===== src/rtl/jmp_br_jalr_mux.sv =====
// -----------------------------------------------------------------------------
// jmp_br_jalr_mux
//
// Purpose:
//    Next-PC target select for the RV32 fetch stage. Chooses between the
//    branch/JAL target and the JALR target, then forwards the result to the
//    PC-source mux. This is a purely combinational 2:1 datapath mux with
//    zero-cycle latency. The clock and reset ports exist only so that every
//    core module has the same interface. No state is held.
//
// Parameters:
//    XLEN          datapath width of both targets and of the output
//    JALR_CLR_LSB  1: force bit 0 of the JALR path to 0 (RISC-V JALR rule)
//                  0: pass the JALR target through unchanged
//
// Ports:
//    clock                   in   1     core clock (not used by any logic)
//    reset                   in   1     async active-high reset (no state)
//    io_br_jmp               in   XLEN  branch / JAL target (PC + imm)
//    io_jalr                 in   XLEN  JALR target (rs1 + imm)
//    io_jmp_br_jalr_mux_sel  in   1     0: io_br_jmp, 1: JALR path
//    io_to_pc_mux            out  XLEN  selected target, to PC-source mux
// -----------------------------------------------------------------------------
module jmp_br_jalr_mux #(
   parameter int unsigned XLEN         = 32,
   parameter bit          JALR_CLR_LSB = 1'b0
) (
   input  logic            clock,
   input  logic            reset,
   input  logic [XLEN-1:0] io_br_jmp,
   input  logic [XLEN-1:0] io_jalr,
   input  logic            io_jmp_br_jalr_mux_sel,
   output logic [XLEN-1:0] io_to_pc_mux
);

   logic [XLEN-1:0] jalr_path;

   // When the LSB is cleared, the JALR target loses bit 0. The branch/JAL path
   // is never changed: this module does no alignment checks and raises no
   // exceptions.
   generate
      if (JALR_CLR_LSB) begin : g_jalr_clr
         assign jalr_path = {io_jalr[XLEN-1:1], 1'b0};
      end else begin : g_jalr_pass
         assign jalr_path = io_jalr;
      end
   endgenerate

   // The output depends only on the inputs. Reset does not affect it, so the
   // output keeps tracking the inputs while reset is asserted, and a reset
   // edge cannot cause a glitch of its own.
   always_comb begin
      // NOTE: assign the default first so that every path drives the output;
      // a branch that leaves the output unassigned would infer a latch.
      io_to_pc_mux = io_br_jmp;
      if (io_jmp_br_jalr_mux_sel) begin
         io_to_pc_mux = jalr_path;
      end
   end

   // Interface-only inputs (and the JALR bit that is dropped when the LSB is
   // cleared) are collected here, so that they are visibly intentional.
   logic unused_inputs;
   assign unused_inputs = &{1'b0, clock, reset, io_jalr[0]};

endmodule


===== config.mk =====
export PLATFORM = sky130hd
export DESIGN_NAME = jmp_br_jalr_mux
export DESIGN_NICKNAME = d
export VERILOG_FILES = /design/src/rtl/jmp_br_jalr_mux.sv
export SDC_FILE = /design/constraint.sdc
export NUM_CORES = 1
export LEC_CHECK = 0
export ABC_AREA = 1
export BUFFER_PORTS_ARGS = -buffer_cell sky130_fd_sc_hd__buf_2
export CAP_MARGIN = 20
export CORE_UTILIZATION = 28
export DETAILED_ROUTE_END_ITERATION = 10
export GPL_TIMING_DRIVEN = 0
export PLACE_DENSITY = 0.87
export RECOVER_POWER = 50
export SYNTH_ARGS = -nofsm -noshare
export SYNTH_HDL_FRONTEND = slang
export SYNTH_SLANG_ARGS = --single-unit

===== constraint.sdc =====
create_clock -name vclk -period 1.2
set_input_delay 0.24 -clock vclk [all_inputs]
set_output_delay 0.24 -clock vclk [all_outputs]
set_load 0.005 [all_outputs]

==> results.md <==
* Status: finished with violations
* Failing checks: design-rule violations
* Delay-heaviest family, CP: buffers and inverters
* I/O Buffers at between 90 and 100
* Synth Area per Inst at approximately 4.7 sq um
* Hold Path Class: primary input to primary output
* Reg power frac at 0%
* Final design utilization at between 60 and 70%
* Vias in the first global route at ~760
* CP max-delay cell: clkbuf_2
* DR iter-0 viols at 18
* Clk pwr share at 0%
* Logic gate share of total power at 100.0%
* Post-cts resize count at 0
* Core ar. at around 0.0016 sq mm
* CTS Hold Bufs at 0
* Setup TNS at 0 ns
* Post-DP HPWL at 1630 um
* Proportion of layout cells with a drive suffix above 1 at between 50% and 60%
* Setup bufs post-CTS at 0
* Gp weighted congestion at 0.709
* YS warnings at 0
* Max Used Layer: met3
* Starting density of the core at 31.2%
* WP data arrival at slightly above 0.8 ns
* Post-synthesis mux area share at 0%
* Sequential area share after synthesis at 0%
* Final Slew Violations at 0
* Metal3 WL at 266 um
* Area leader, netlist: nand2_1
* Via count at just over 900
* First-pass GRT wire length at 2680 um
* Die ar. at around 0.0019 sq mm
* Share of the synthesized area in the top cell type at between 60% and 70%
* Final period util at between 80% and 90%
* Leading cell types by total area after synthesis: nand2_1 (66%), nand2_2 (13%), clkbuf_8 (8.4%), buf_6 (6.9%), buf_12 (4.1%)
* Fmax at 0.943 GHz
* Count of final setup violators at 0
* Crit path launch type: primary input
* P_int at between 0.00015 and 0.0002 W
* Largest net degree at the start of global routing at 11
* Ant. Diodes at 0
* Seq Cell Count at 0
* FF/Latch Area at 0 sq um
* Post-synth net total at ~170
* Metal2 WL at ~910 um
* Area share of fa/ha/maj cells after synthesis at 0%
* Die W at about 44 um
* Initial antenna violation count at 0
* Global Route Usage Sum at between 10% and 20%
* Sw frac at about 45%
* Post-synthesis cell type count at 6
* Data required, critical path at around 0.96 ns
* Drc violations at 8
* WP depth at 5
* DRT Pass-1 Iters at 7
* Gate Count Post-Synth at 104
* Cells along the critical path: buf_6 -> clkbuf_2 -> nand2_1 -> nand2_1 -> clkbuf_1
* Mapped cell area at ~490 sq um
* Crit path buf inv count at 3
* Synth-to-layout area growth at 98.7%
* Die Y-Extent at 43.9 um
* Via/cell ratio at roughly 4.2
* RSZ-0062 raised after global routing: false
* Area of placed instances at 992 sq um
* Setup WS pre-CTS at roughly 0.18 ns
* PD cells at between 300 and 400 mW/mm^2
* Main combinational cell family by area after synthesis: simple AND/OR/NAND/NOR gates
* Cell row count at 14
* Crit. End Element: primary output
* Post-route minimum period at about 1.1 ns
* Finished layout cell area at 977 sq um
* Clock buf count at 0
* Simple-Gate Fraction of Synth Area at between 70% and 80%
* Max incr delay on CP at 0.21 ns
* WL/cell at a little under 9 um
* Met1 Wirelength at 715 um
* Rel. slew slack at between 80% and 90%
* Leakage power at around 0.7 nW
* Xor-xnor portion of the synthesized cell area at 0%
* Crit path kind: primary input to primary output
* Drt total wl at about 1900 um
* Routed Antenna Nets at 0
* Num ports at ~100
* Endpoints failing hold at 0
* Max-Cap Viols at 0
* Maximum VDD drop at roughly 0.18 mV
* Worst hold stages at 4
* Layout filler cell count at roughly 170
* Most frequent CP cell: nand2_1
* NetSw at around 0.00015 W
* Synth Area in Compound Gates at 0%
* GRT overflow at 0
* Post-layout worst setup margin at approximately 0.14 ns
* Worst Tran Pin Value at between 0.15 and 0.2 ns
* Fin nets at 269
* Maximum fanout along the worst path at 10
==> layout by cell type, fill, tap and decap left out <==
cell type,instances
buf_2,91
clkbuf_8,2
buf_6,3
clkbuf_2,1
buf_12,1
nand2_2,10
nand2_1,86
inv_8,1
clkbuf_1,5
==> through the flow <==
step	cells	hold slack, ns	power [W]
final	216	0.736	0.000342
after detailed placement	216	0.736	0.000350
after global routing	216	0.754	0.000380
after global placement	216	0.732	0.000341
after floorplan	104	0.565	0.000155
after CTS	216	0.739	0.000351
==> per-layer routing <==
layer	GRT usage, %	up-vias
met4	0.606	0
met1	17.0	349
met3	2.92	0
met5	0	-
met2	36.1	64
li1	-	496
==> power groups by stage <==
| stage | sequential [W] | combinational, W | clock (W) |
|---|---|---|---|
| floorplan | 0 | 0.000155 | 0 |
| global placement | 0 | 0.000341 | 0 |
| detailed placement | 0 | 0.000350 | 0 |
| CTS | 0 | 0.000351 | 0 |
| global route | 0 | 0.000380 | 0 |
| finish | 0 | 0.000342 | 0 |
==> cell usage after synthesis <==
master     n
inv_8      1
buf_6      3
clkbuf_8   3
nand2_1   86
buf_12     1
nand2_2   10
==> final timing paths <==
kind	start	to	slack, ns
worst min-delay path	io_br_jmp[29]	io_to_pc_mux[29]	0.74
worst max-delay path	io_jmp_br_jalr_mux_sel	io_to_pc_mux[0]	0.14
==> layout make-up <==
cell class	instances	area (sq um)	share of cell area (%)
Timing Repair Buffer	96	474	48.5
Inverter	1	11.3	1.15
Buffer	7	86.3	8.83
Tap cell	16	20.0	2.05
Multi-Input combinational cell	96	385	39.4
==> cell families after synthesis <==
group	count (synthesis)
AND/OR/NAND/NOR	96
buffers and inverters	8
Note: power is estimated with default switching activity, not from simulation.
